$ cat config.mk
export PLATFORM = sky130hd
export DESIGN_NAME = jk_counter
export DESIGN_NICKNAME = d
export VERILOG_FILES = /design/src/rtl/jk_pkg.sv /design/src/rtl/jk_cell.sv /design/src/rtl/jk_counter.sv
export SDC_FILE = /design/constraint.sdc
export NUM_CORES = 1
export LEC_CHECK = 0
export BUFFER_PORTS_ARGS = -buffer_cell sky130_fd_sc_hd__buf_2
export CAP_MARGIN = 20
export CORE_AREA = 2 2 39 41
export DETAILED_ROUTE_END_ITERATION = 12
export DIE_AREA = 0 0 41 43
export PLACE_DENSITY = 0.59
export RECOVER_POWER = 50
export SLEW_MARGIN = 40
export SYNTH_ARGS = -nofsm -noshare
export SYNTH_HDL_FRONTEND = slang
export SYNTH_SLANG_ARGS = --single-unit
$ cat constraint.sdc
create_clock -name clk -period 1.9 [get_ports clk]
set_clock_uncertainty 0.2 [all_clocks]
set_input_delay 0.38 -clock clk [delete_from_list [all_inputs] [get_ports clk]]
set_output_delay 0.38 -clock clk [all_outputs]
set_load 0.05 [all_outputs]
$ cat src/rtl/jk_pkg.sv
// -----------------------------------------------------------------------------
// jk_pkg -- shared definitions for the JK-flop based up/down/load counter.
//
// Contents:
//   mode_e : 2-bit operation select used on the jk_counter mode port
//            MODE_HOLD (00), MODE_UP (01), MODE_DOWN (10), MODE_LOAD (11)
// -----------------------------------------------------------------------------
package jk_pkg;

   typedef enum logic [1:0] {
      MODE_HOLD = 2'b00,
      MODE_UP   = 2'b01,
      MODE_DOWN = 2'b10,
      MODE_LOAD = 2'b11
   } mode_e;

endpackage : jk_pkg

$ cat src/rtl/jk_cell.sv
// -----------------------------------------------------------------------------
// jk_cell -- single JK flip-flop with clock enable and synchronous reset.
//
// Parameters:
//   RESET_BIT : value q takes while rst is low
// Ports:
//   clk  in  rising-edge clock
//   rst  in  synchronous, active-low reset (overrides ce, j, k)
//   ce   in  clock enable; 0 holds the stored bit
//   j    in  J input
//   k    in  K input
//   q    out registered bit
// Truth table (ce=1): JK=00 hold, 01 reset, 10 set, 11 toggle.
// -----------------------------------------------------------------------------
module jk_cell #(
   parameter logic RESET_BIT = 1'b0
) (
   input  logic clk,
   input  logic rst,
   input  logic ce,
   input  logic j,
   input  logic k,
   output logic q
);

   logic q_q;
   logic q_d;

   always_comb begin
      // NOTE: give every combinational output a default before the case so no
      // path leaves it unassigned, which would infer a latch.
      q_d = q_q;
      case ({j, k})
         2'b00:   q_d = q_q;
         2'b01:   q_d = 1'b0;
         2'b10:   q_d = 1'b1;
         2'b11:   q_d = ~q_q;
         default: q_d = q_q;
      endcase
   end

   // NOTE: state is updated with non-blocking assignments so every flop
   // samples the pre-edge values, independent of block evaluation order.
   always_ff @(posedge clk) begin
      if (!rst) begin
         q_q <= RESET_BIT;
      end else if (ce) begin
         q_q <= q_d;
      end
   end

   assign q = q_q;

endmodule : jk_cell

$ cat src/rtl/jk_counter.sv
// -----------------------------------------------------------------------------
// jk_counter -- WIDTH-bit up/down/load counter built from one jk_cell per bit.
// The next state is formed only through per-bit J/K drive:
//   hold   J=K=0
//   toggle J=K=1  (up: all lower bits 1, down: all lower bits 0)
//   load   J=load_val[i], K=~load_val[i]
//
// Parameters:
//   WIDTH     : counter width, 2..32
//   RESET_VAL : value q takes on reset
// Ports:
//   clk       in   rising-edge clock
//   rst       in   synchronous, active-low reset
//   en        in   count enable; 0 forces hold
//   mode      in   [1:0] 00 hold, 01 up, 10 down, 11 load
//   load_val  in   [WIDTH-1:0] parallel load value
//   q         out  [WIDTH-1:0] registered count
//   tc        out  terminal count (combinational from q and mode)
//   ovf       out  registered one-cycle pulse after an enabled step at tc
//
// Build option:
//   JK_COUNTER_SAT_EN defined   -> an enabled step taken at the terminal count
//                                  holds q (saturate); ovf still pulses.
//   JK_COUNTER_SAT_EN undefined -> q wraps modulo 2^WIDTH.
// -----------------------------------------------------------------------------
module jk_counter
   import jk_pkg::*;
#(
   parameter int unsigned      WIDTH     = 4,
   parameter logic [WIDTH-1:0] RESET_VAL = '0
) (
   input  logic             clk,
   input  logic             rst,
   input  logic             en,
   input  logic [1:0]       mode,
   input  logic [WIDTH-1:0] load_val,
   output logic [WIDTH-1:0] q,
   output logic             tc,
   output logic             ovf
);

   mode_e            mode_s;
   logic [WIDTH-1:0] up_tog;
   logic [WIDTH-1:0] dn_tog;
   logic [WIDTH-1:0] j;
   logic [WIDTH-1:0] k;
   logic             ovf_d;
   logic             ovf_q;

   assign mode_s = mode_e'(mode);

   // Ripple "all lower bits are 1 / 0" chains: bit i toggles on an up step
   // when every bit below it is 1, and on a down step when every bit is 0.
   always_comb begin
      logic lower_ones;
      logic lower_zeros;
      lower_ones  = 1'b1;
      lower_zeros = 1'b1;
      up_tog      = '0;
      dn_tog      = '0;
      for (int i = 0; i < WIDTH; i++) begin
         up_tog[i]   = lower_ones;
         dn_tog[i]   = lower_zeros;
         lower_ones  = lower_ones & q[i];
         lower_zeros = lower_zeros & ~q[i];
      end
   end

   // Terminal count looks only at q and mode, so it is valid during reset too.
   always_comb begin
      tc = 1'b0;
      if (mode_s == MODE_UP && q == {WIDTH{1'b1}}) begin
         tc = 1'b1;
      end else if (mode_s == MODE_DOWN && q == '0) begin
         tc = 1'b1;
      end
   end

   // Per-bit J/K drive; ovf is requested for any enabled step taken at tc
   // (tc is never set in load or hold, so loads cannot raise ovf).
   always_comb begin
      j     = '0;
      k     = '0;
      ovf_d = 1'b0;
      if (en) begin
         case (mode_s)
            MODE_HOLD: begin
               j = '0;
               k = '0;
            end
            MODE_UP: begin
               j     = up_tog;
               k     = up_tog;
               ovf_d = tc;
            end
            MODE_DOWN: begin
               j     = dn_tog;
               k     = dn_tog;
               ovf_d = tc;
            end
            MODE_LOAD: begin
               j = load_val;
               k = ~load_val;
            end
            default: begin
               j = '0;
               k = '0;
            end
         endcase
`ifdef JK_COUNTER_SAT_EN
         // Saturate: a step at the limit holds every bit instead of wrapping.
         if (tc) begin
            j = '0;
            k = '0;
         end
`endif
      end
   end

   for (genvar i = 0; i < WIDTH; i++) begin : g_bit
      jk_cell #(
         .RESET_BIT (RESET_VAL[i])
      ) u_cell (
         .clk (clk),
         .rst (rst),
         .ce  (en),
         .j   (j[i]),
         .k   (k[i]),
         .q   (q[i])
      );
   end

   always_ff @(posedge clk) begin
      if (!rst) begin
         ovf_q <= 1'b0;
      end else begin
         ovf_q <= ovf_d;
      end
   end

   assign ovf = ovf_q;

endmodule : jk_counter

==> insert_results.sql, run 1 <==
INSERT INTO impl_metrics (metric_group, metric, value, unit) VALUES
('status', 'status', 'finished, violations left', ''),
('status', 'violated_checks', 'setup timing', ''),
('global_route', 'grt_usage', '13.8', '%'),
('cts', 'ctsHtreeMaxLevel', '1', ''),
('worst_setup_path', 'crit_required', '1.32', 'ns'),
('final_layout', 'regArea', '101', 'sq um'),
('power', 'ir_worst_vdd', '262', 'uV'),
('synth', 'synth_seq_cells', '5', ''),
('final_layout', 'final-instance-count-excl-fill', '91', ''),
('timing', 'rsz0062_at_grt', 'true', ''),
('worst_setup_path', 'startpoint_of_the_worst_register_to_register_path', 'g_bit[0].u_cell.q$_SDFFE_PN0P_', ''),
('worst_setup_path', 'crit_path_max_fanout', '2', ''),
('timing', 'max_slew.worst_pin.slew', '0.592', 'ns'),
('route', 'routedWlPerCell', '10.6', 'microns'),
('timing', 'final_hold_viol_count', '0', ''),
('final_layout', 'layout.cells.most_common_list', 'sky130_fd_sc_hd__buf_4, sky130_fd_sc_hd__buf_2, sky130_fd_sc_hd__inv_1', ''),
('global_route', 'grt_antenna_before_repair', '0', ''),
('final_layout', 'nFillCells', '138', ''),
('synth', 'yosys-mux-area-fraction', '4.44', '%'),
('cts', 'clock_tree.root_cell', 'sky130_fd_sc_hd__clkbuf_4', ''),
('final_layout', 'layout-area-overhead-vs-synth', '48.9', '%'),
('placement', 'post-place-cells', '87', ''),
('power', 'comb_power_share', '34.8', '%'),
('route', 'drt-pass1-iter-count', '4', ''),
('power', 'cellInternalPower', '0.249', 'mW'),
('flow_run', 'timing.max_cap.violations', '0', ''),
('power', 'static-leakage-power', '0.305', 'nW'),
('synth', 'yosysUniqueCellTypes', '26', ''),
('cts', 'ctsLongestPathBuffers', '2', ''),
('global_route', 'grt_max_degree', '7', ''),
('timing', 'setup_viol', '1', ''),
('route', 'route.vias.total', '450', ''),
('timing', 'report.final.slew_viol_count', '0', ''),
('synth', 'synth_simple_gate_area_share', '24.7', '%'),
('timing', 'maxSlewHeadroom', '60.7', '%'),
('worst_setup_path', 'worst_setup_path_end_kind', 'primary output', ''),
('placement', 'detailed_place_hpwl', '836', 'microns'),
('placement', 'gp_routability_congestion', '0.710', ''),
('placement', 'dp_worst_setup_slack', '-0.290', 'ns'),
('placement', 'dpl_cell_area', '623', 'sq um'),
('final_layout', 'final_common_cell', 'sky130_fd_sc_hd__buf_4', ''),
('route', 'postRouteAntennaNets', '0', ''),
('final_layout', 'antenna_cells', '0', ''),
('final_layout', 'multi_input_comb_area', '323', 'sq um'),
('final_layout', 'finalInstanceArea', '671', 'sq um'),
('synth', 'ys_seq_area_share', '22.2', '%'),
('power', 'power_switching_share', '32.7', '%'),
('timing', 'fmaxAchievable', '0.492', 'GHz'),
('worst_setup_path', 'r2r.worst_path.cells', '4', ''),
('synth', 'mappedNetlistNets', '65', ''),
('cts', 'clock_tree_from_tritoncts', 'done', ''),
('worst_setup_path', 'worst_setup_path_start_kind', 'input pin', ''),
('worst_setup_path', 'timing.setup.critical_path_class', 'input pin to primary output', ''),
('route', 'totalWireLength', '965', 'microns'),
('cts', 'post-cts-setup-buffer-count', '0', ''),
('synth', 'synth_compound_gate_area_share', '23.1', '%'),
('cts', 'clock_latency', '0.24', 'ns'),
('placement', 'io_buffer_count', '14', ''),
('synth', 'synth_area_per_cell', '8.83', 'sq um'),
('timing', 'timing.final.ws_setup', '-0.134', 'ns'),
('min_path', 'timing.hold.worst.start', 'rst', ''),
('synth', 'post_synth_instance_area', '450', 'sq um'),
('power', 'switching_power', '0.121', 'mW'),
('global_route', 'first_pass_grt_wire_length', '1680', 'microns'),
('route', 'post-route-drc-count', '0', ''),
('route', 'dr_iter_0_viols', '9', ''),
('floorplanning', 'number_of_ports_placed_on_the_die_boundary', '15', ''),
('worst_setup_path', 'worst_ep_arrival_time', '1.45', 'ns'),
('synth', 'synthesis.yosys.warnings', '0', ''),
('global_route', 'grt_remaining_overflow', '0', ''),
('cts', 'tritoncts.num_buffers', '3', '');
==> power groups by stage <==
stage	Clock, mW	Sequential, mW	Combinational, mW
2_1_floorplan	0	0.121	0.0807
3_3_place_gp	0	0.117	0.123
3_5_place_dp	0	0.117	0.124
4_1_cts	0.131	0.115	0.131
5_1_grt	0.140	0.116	0.141
6_report	0.126	0.116	0.129
==> layout make-up <==
class | count | area share (%)
Multi-Input combinational cell | 36 | 48.1
Sequential cell | 5 | 15.1
Timing Repair Buffer | 24 | 24.6
Clock buffer | 4 | 3.92
Inverter | 6 | 5.22
Tap cell | 16 | 2.99
==> cells by family after synthesis <==
family / count (synthesis)
and+or+nand+nor: 16
AOI/OAI and AO/OA: 13
buffers and inverters: 10
adders and majority gates: 5
DFF: 5
muxes: 2
==> layer usage <==
layer  vias to the layer above  GRT usage [%]  part of all wire (%)
met4                         0           8.00                   1.2
met5                         -              0                     0
met3                         2           1.57                   4.4
li1                        234              -                     -
met1                       202           17.1                    45
met2                        12           21.6                    49
==> cells in the mapped netlist <==
library cell	number	share of area [%]
sky130_fd_sc_hd__a2111oi_0	1	1.9
sky130_fd_sc_hd__a2111oi_2	1	3.3
sky130_fd_sc_hd__a211oi_1	2	3.3
sky130_fd_sc_hd__a21boi_0	1	1.7
sky130_fd_sc_hd__a21o_1	1	1.7
sky130_fd_sc_hd__a21oi_1	2	2.2
sky130_fd_sc_hd__a311oi_1	1	1.9
sky130_fd_sc_hd__and3_2	1	1.7
sky130_fd_sc_hd__and3_4	1	2.5
sky130_fd_sc_hd__and4_1	1	1.9
sky130_fd_sc_hd__buf_4	4	6.7
sky130_fd_sc_hd__dfxtp_1	5	22
sky130_fd_sc_hd__ha_1	5	14
sky130_fd_sc_hd__inv_1	6	5.0
sky130_fd_sc_hd__mux2i_1	2	4.4
sky130_fd_sc_hd__nand2_1	3	2.5
sky130_fd_sc_hd__nand2b_1	1	1.4
sky130_fd_sc_hd__nand4_1	1	1.4
sky130_fd_sc_hd__nor2b_1	3	4.2
sky130_fd_sc_hd__nor3_1	1	1.1
sky130_fd_sc_hd__nor3b_1	1	1.7
sky130_fd_sc_hd__o21ai_0	2	2.2
sky130_fd_sc_hd__o221a_2	1	2.5
sky130_fd_sc_hd__o311a_1	1	2.2
sky130_fd_sc_hd__or2b_1	2	3.3
sky130_fd_sc_hd__or4b_4	1	3.1
==> sequential cells by signal, summed over array words and instances (netlist names) <==
signal and cells:
g_bit.u_cell.q 4, ovf 1
==> worst paths after layout <==
check	end	slack, ns
worst min-delay path	g_bit[1].u_cell.q$_SDFFE_PN0P_	0.22
worst max register to register	g_bit[3].u_cell.q$_SDFFE_PN0P_	0.16
worst max-delay path	tc	-0.13
worst min register to register	g_bit[2].u_cell.q$_SDFFE_PN0P_	0.39
==> per-stage QoR <==
step	hold WS (ns)	total power, mW	utilization [%]
3_5_place_dp	0.408	0.241	45.0
2_1_floorplan	0.321	0.201	-
6_report	0.220	0.370	48.5
4_1_cts	0.216	0.377	48.6
5_1_grt	0.217	0.397	48.5
3_3_place_gp	0.407	0.240	45.0
==> worst max-delay path, stage by stage <==
cell                      delay [ns]
sky130_fd_sc_hd__buf_12         0.11
sky130_fd_sc_hd__inv_12         0.04
sky130_fd_sc_hd__ha_4           0.11
sky130_fd_sc_hd__or4b_4         0.47
sky130_fd_sc_hd__mux2i_4        0.16
sky130_fd_sc_hd__buf_6          0.18
==> repair_timing <==
action,CTS,global route
endpoints found under the setup margin,1,1
pin swaps,1,1
gates resized for setup,7,1
hold buffers,0,0
No activity file was read; power rests on OpenSTA's default activity.
==> run 2: changes to the inputs <==
clock period = 2.16 ns   (was 1.9 ns; I/O delays follow)
==> insert_results.sql, run 2 (synthesis results as in run 1) <==
INSERT INTO impl_metrics (metric_group, metric, value, unit) VALUES
('placement', 'io_buffer_count', '14', ''),
('placement', 'post-place-cells', '86', ''),
('worst_setup_path', 'crit_required', '1.53', 'ns'),
('cts', 'tritoncts.num_buffers', '3', ''),
('timing', 'period_needed', '2.15', 'ns'),
('final_layout', 'finish.net_count', '89', ''),
('timing', 'fmaxAchievable', '0.465', 'GHz'),
('cts', 'ctsLongestPathBuffers', '2', ''),
('worst_setup_path', 'slowest_stage', 'sky130_fd_sc_hd__or4b_4', ''),
('power', 'ir_worst_vdd', '181', 'uV'),
('final_layout', 'nFillCells', '125', ''),
('timing', 'timing.final.ws_setup', '0.00982', 'ns'),
('worst_setup_path', 'worst_ep_arrival_time', '1.52', 'ns'),
('final_layout', 'regArea', '101', 'sq um'),
('worst_setup_path', 'crit_path_max_fanout', '2', ''),
('worst_setup_path', 'worst-path-stages', '6', ''),
('global_route', 'grt_max_degree', '9', ''),
('route', 'post-route-drc-count', '0', ''),
('global_route', 'first_pass_grt_wire_length', '1650', 'microns'),
('floorplanning', 'design.die.area', '1760', 'sq um'),
('worst_setup_path', 'critical-path-top-delay-family', 'simple AND/OR/NAND/NOR gates', ''),
('timing', 'setup_total_negative_slack', '0', 'ns'),
('floorplanning', 'fp.dieH', '43', 'microns'),
('worst_setup_path', 'startpoint_of_the_worst_register_to_register_path', 'g_bit[2].u_cell.q$_SDFFE_PN0P_', ''),
('worst_setup_path', 'reg2reg_setup_slack', '0.38', 'ns'),
('power', 'power_density', '496', 'nW/um^2'),
('placement', 'detailed_place_hpwl', '794', 'microns'),
('timing', 'report.final.slew_viol_count', '0', ''),
('cts', 'clock_latency', '0.25', 'ns'),
('global_route', 'grt_pass1_vias', '410', ''),
('timing', 'rsz0062_at_grt', 'true', ''),
('final_layout', 'final-instance-count-excl-fill', '90', ''),
('final_layout', 'largest_register_ff_count', '4', ''),
('route', 'route.vias.total', '449', ''),
('floorplanning', 'number_of_ports_placed_on_the_die_boundary', '15', ''),
('final_layout', 'drive_above_1_share', '45.9', '%'),
('route', 'avgViaCountPerCell', '4.99', ''),
('final_layout', 'layout.cells.most_common_list', 'sky130_fd_sc_hd__buf_2, sky130_fd_sc_hd__buf_4, sky130_fd_sc_hd__inv_1, sky130_fd_sc_hd__dfxtp_1', ''),
('cts', 'clock_tree.root_cell', 'sky130_fd_sc_hd__clkbuf_4', ''),
('timing', 'maxSlewHeadroom', '60.7', '%'),
('timing', 'setup_viol', '0', ''),
('placement', 'dpl_cell_area', '591', 'sq um'),
('final_layout', 'final_common_cell', 'sky130_fd_sc_hd__buf_2', ''),
('min_path', 'worstHoldPathType', 'input pin to flop', ''),
('floorplanning', 'initial_core_util', '32.5', '%'),
('worst_setup_path', 'timing.setup.critical_path_class', 'input pin to primary output', ''),
('min_path', 'whs_endpoint', 'g_bit[1].u_cell.q$_SDFFE_PN0P_', ''),
('floorplanning', 'row_count', '14', ''),
('timing', 'finalHoldWorstSlack', '0.264', 'ns'),
('final_layout', 'finish.utilization', '47.6', '%'),
('final_layout', 'finalInstanceArea', '659', 'sq um'),
('min_path', 'timing.hold.worst_path_depth', '2', ''),
('floorplanning', 'floorplan.die.width', '41', 'microns'),
('timing', 'max_slew.worst_pin.slew', '0.591', 'ns'),
('worst_setup_path', 'worst_setup_path_start_kind', 'input pin', ''),
('global_route', 'grt_antenna_before_repair', '0', ''),
('global_route', 'grt_remaining_overflow', '0', ''),
('route', 'dr_iter_0_viols', '12', ''),
('final_layout', 'multi_input_comb_area', '335', 'sq um'),
('cts', 'ctsHtreeMaxLevel', '1', ''),
('worst_setup_path', 'critical_path.startpoint', 'mode[0]', ''),
('cts', 'tritoncts_num_sinks', '5', ''),
('worst_setup_path', 'crit_path_cell_trace', 'buf_8 > inv_4 > ha_4 > or4b_4 > mux2i_4 > buf_6', ''),
('status', 'status', 'finished clean', ''),
('worst_setup_path', 'r2r.worst_path.cells', '4', ''),
('floorplanning', 'placeable_core_area', '1380', 'sq um'),
('route', 'postRouteAntennaNets', '0', ''),
('route', 'drt-pass1-iter-count', '4', ''),
('cts', 'clkTransAtPathRegs', '0.04', 'ns'),
('power', 'total_power', '0.327', 'mW'),
('timing', 'final_hold_viol_count', '0', ''),
('cts', 'clock_tree_from_tritoncts', 'done', ''),
('final_layout', 'antenna_cells', '0', ''),
('worst_setup_path', 'worst_setup_path_end_kind', 'primary output', ''),
('worst_setup_path', 'number_of_buffers_and_inverters_on_the_critical_path', '3', ''),
('cts', 'cts_hold_repair.buffers', '0', ''),
('route', 'totalWireLength', '1010', 'microns'),
('placement', 'dp_worst_setup_slack', '-0.154', 'ns'),
('worst_setup_path', 'rr_endpoint', 'g_bit[3].u_cell.q$_SDFFE_PN0P_', ''),
('placement', 'gp_routability_congestion', '0.769', ''),
('cts', 'post-cts-setup-buffer-count', '0', ''),
('worst_setup_path', 'slowest_delay', '0.47', 'ns'),
('timing', 'finalCritPeriodShare', '99.5', '%'),
('power', 'static-leakage-power', '0.298', 'nW'),
('flow_run', 'timing.max_cap.violations', '0', ''),
('final_layout', 'layout-area-overhead-vs-synth', '46.4', '%'),
('route', 'routedWlPerCell', '11.2', 'microns'),
('min_path', 'timing.hold.worst.start', 'rst', ''),
('global_route', 'grt_usage', '14.1', '%');
-- run 2: final cells by class --
type	instances	share of cell area, %
clock buffer	4	3.98
inverter	6	3.80
multi-input combinational	36	50.9
timing repair buffer	23	23.0
sequential	5	15.4
tap	16	3.04
-- run 2: power breakdown --
part | switching (mW) | internal [mW]
clock network | 0.0439 | 0.0702
logic | 0.0626 | 0.0486
registers | 0.00358 | 0.0980
total | 0.110 | 0.217
-- run 2: worst max-delay path by stage --
stage                     endpoint  slack [ns]
after global placement          tc       -0.13
after floorplan                 tc        0.01
after CTS                       tc       0.003
after detailed placement        tc       -0.15
after global routing            tc       -0.02
final                           tc        0.01
-- run 2: metal layers --
| layer | share of wire [%] | wire [microns] | vias up | track usage, % |
|---|---|---|---|---|
| met4 | 3.2 | 32 | 0 | 10.7 |
| met1 | 49 | 489 | 200 | 18.2 |
| met5 | 0 | 0 | - | 0 |
| met3 | 3.8 | 38 | 4 | 1.57 |
| met2 | 44 | 445 | 14 | 20.3 |
| li1 | - | - | 231 | - |
-- run 2: worst register-to-register path, delay by kind of cell (launching register included) --
kind	cells	cell delay [ns]
AOI/OAI and AO/OA	1	0.27
buffers and inverters	1	0.16
DFF	1	0.34
and+or+nand+nor	2	0.72
-- run 2: what timing repair did --
| item | 4_1_cts | 5_1_grt |
|---|---|---|
| setup endpoints to repair | 1 | 1 |
| pin swaps | 1 | 1 |
| resized for setup | 7 | 4 |
==> run 3: changes to the inputs <==
CELL_PAD_IN_SITES_DETAIL_PLACEMENT = 1   (was not set)
CELL_PAD_IN_SITES_GLOBAL_PLACEMENT = 1   (was not set)
CORE_AREA = not set   (was 2 2 39 41)
CORE_MARGIN = 2   (was not set)
CORE_UTILIZATION = 34   (was not set)
CTS_CLUSTER_SIZE = 10   (was not set)
DIE_AREA = not set   (was 0 0 41 43)
PLACE_DENSITY = 0.76   (was 0.59)
SLEW_MARGIN = 10   (was 40)
==> insert_results.sql, run 3 (synthesis results as in run 1) <==
INSERT INTO impl_metrics (metric_group, metric, value, unit) VALUES
('global_route', 'first_pass_grt_wire_length', '1880', 'microns'),
('final_layout', 'finish.net_count', '90', ''),
('power', 'static-leakage-power', '0.301', 'nW'),
('final_layout', 'nFillCells', '160', ''),
('route', 'drt-pass1-iter-count', '4', ''),
('final_layout', 'layout-area-overhead-vs-synth', '46.1', '%'),
('power', 'power_density', '499', 'nW/um^2'),
('timing', 'rsz0062_at_grt', 'true', ''),
('cts', 'clock_tree.root_cell', 'sky130_fd_sc_hd__clkbuf_4', ''),
('status', 'status', 'finished clean', ''),
('final_layout', 'largest_register_ff_count', '4', ''),
('global_route', 'grt_pass1_vias', '444', ''),
('cts', 'ctsLongestPathBuffers', '2', ''),
('route', 'avgViaCountPerCell', '5.07', ''),
('cts', 'clkTransAtPathRegs', '0.04', 'ns'),
('route', 'dr_iter_0_viols', '6', ''),
('floorplanning', 'placeable_core_area', '1270', 'sq um'),
('worst_setup_path', 'crit_path_max_fanout', '2', ''),
('timing', 'maxSlewHeadroom', '60.7', '%'),
('timing', 'finalCritPeriodShare', '99.4', '%'),
('timing', 'fmaxAchievable', '0.466', 'GHz'),
('global_route', 'grt_max_degree', '9', ''),
('floorplanning', 'design.die.area', '1630', 'sq um'),
('flow_run', 'timing.max_cap.violations', '0', ''),
('floorplanning', 'number_of_ports_placed_on_the_die_boundary', '15', ''),
('final_layout', 'multi_input_comb_area', '325', 'sq um'),
('min_path', 'worstHoldPathType', 'input pin to flop', ''),
('floorplanning', 'floorplan.die.width', '40.4', 'microns'),
('worst_setup_path', 'worst_ep_arrival_time', '1.51', 'ns'),
('cts', 'tritoncts.num_buffers', '3', ''),
('placement', 'gp_routability_congestion', '0.740', ''),
('final_layout', 'final-instance-count-excl-fill', '90', ''),
('floorplanning', 'row_count', '13', ''),
('timing', 'report.final.slew_viol_count', '0', ''),
('placement', 'post-place-cells', '85', ''),
('route', 'postRouteAntennaNets', '0', ''),
('cts', 'clock_latency', '0.24', 'ns'),
('cts', 'clock_tree_from_tritoncts', 'done', ''),
('global_route', 'grt_antenna_before_repair', '0', ''),
('route', 'routedWlPerCell', '13.5', 'microns'),
('timing', 'max_slew.worst_pin.slew', '0.592', 'ns'),
('cts', 'cts_hold_repair.buffers', '0', ''),
('worst_setup_path', 'worst_setup_path_start_kind', 'input pin', ''),
('placement', 'io_buffer_count', '14', ''),
('floorplanning', 'fp.dieH', '40.4', 'microns'),
('worst_setup_path', 'crit_required', '1.53', 'ns'),
('cts', 'tritoncts_num_sinks', '5', ''),
('route', 'route.vias.total', '456', ''),
('final_layout', 'finish.utilization', '51.9', '%'),
('cts', 'ctsHtreeMaxLevel', '1', ''),
('route', 'post-route-drc-count', '0', ''),
('timing', 'final_hold_viol_count', '0', ''),
('floorplanning', 'initial_core_util', '35.5', '%'),
('worst_setup_path', 'worst_setup_path_end_kind', 'primary output', ''),
('route', 'totalWireLength', '1220', 'microns'),
('final_layout', 'antenna_cells', '0', ''),
('global_route', 'grt_usage', '18.7', '%'),
('timing', 'period_needed', '2.15', 'ns'),
('worst_setup_path', 'timing.setup.critical_path_class', 'input pin to primary output', ''),
('final_layout', 'drive_above_1_share', '48.0', '%'),
('power', 'ir_worst_vdd', '269', 'uV'),
('final_layout', 'layout.cells.most_common_list', 'sky130_fd_sc_hd__buf_2, sky130_fd_sc_hd__buf_4, sky130_fd_sc_hd__inv_1, sky130_fd_sc_hd__dfxtp_1', ''),
('placement', 'detailed_place_hpwl', '966', 'microns'),
('timing', 'setup_viol', '0', ''),
('final_layout', 'regArea', '101', 'sq um'),
('global_route', 'grt_remaining_overflow', '0', '');
## run 3: cell count changes in the layout (fill, tap and decap cells not counted), sizes merged
cell  change
buf       +1
## run 3: path summary, 6_finish.rpt
| kind | cells past startpoint | start | to | slack [ns] |
|---|---|---|---|---|
| max | 6 | mode[0] | tc | 0.01 |
| min | 2 | rst | g_bit[1].u_cell.q$_SDFFE_PN0P_ | 0.27 |
| min reg2reg | 2 | g_bit[2].u_cell.q$_SDFFE_PN0P_ | g_bit[2].u_cell.q$_SDFFE_PN0P_ | 0.41 |
| max reg2reg | 4 | g_bit[2].u_cell.q$_SDFFE_PN0P_ | g_bit[3].u_cell.q$_SDFFE_PN0P_ | 0.37 |
## run 3: metal layers
metal	part of all wire [%]	global-route usage (%)	vias to the layer above
met5	0	0	-
met4	1.1	12.5	0
met2	52	30.2	12
met1	43	21.2	210
met3	3.4	5.00	2
li1	-	-	232
## run 3: power breakdown
group / leakage (nW) / internal [mW] / switching, mW / total, mW
clock network: 0.0150 / 0.0701 / 0.0415 / 0.112
logic: 0.245 / 0.0503 / 0.0647 / 0.115
registers: 0.0413 / 0.0980 / 0.00389 / 0.102
total: 0.301 / 0.218 / 0.110 / 0.328
## run 3: final cells by class
class | count | area share, %
tap | 15 | 2.85
timing repair buffer | 24 | 24.1
sequential | 5 | 15.4
clock buffer | 4 | 3.99
inverter | 6 | 4.18
multi-input combinational | 36 | 49.4
## run 3: per-stage QoR
stage	hold WS (ns)	area, sq um	setup TNS, ns	power, mW	setup WS [ns]
after floorplan	0.323	463	0	0.175	0.0142
after CTS	0.268	643	0	0.329	0.0147
after detailed placement	0.413	589	-0.181	0.209	-0.165
after global routing	0.265	658	-0.0217	0.352	-0.0217
after global placement	0.395	589	-0.125	0.205	-0.125
final	0.271	658	0	0.328	0.0136
## run 3: what timing repair did
| action | in CTS | in global routing |
|---|---|---|
| pin swaps | 1 | 2 |
| gates resized for setup | 7 | 5 |
| hold endpoints to repair | 0 | 0 |
| setup buffers | 0 | 1 |
| endpoints found under the setup margin | 1 | 1 |
| cloned | 0 | 0 |
## run 3: worst max-delay path, cell delays in order
cell	delay [ns]
sky130_fd_sc_hd__buf_8	0.10
sky130_fd_sc_hd__inv_6	0.04
sky130_fd_sc_hd__ha_4	0.11
sky130_fd_sc_hd__or4b_4	0.47
sky130_fd_sc_hd__mux2i_4	0.17
sky130_fd_sc_hd__buf_6	0.18
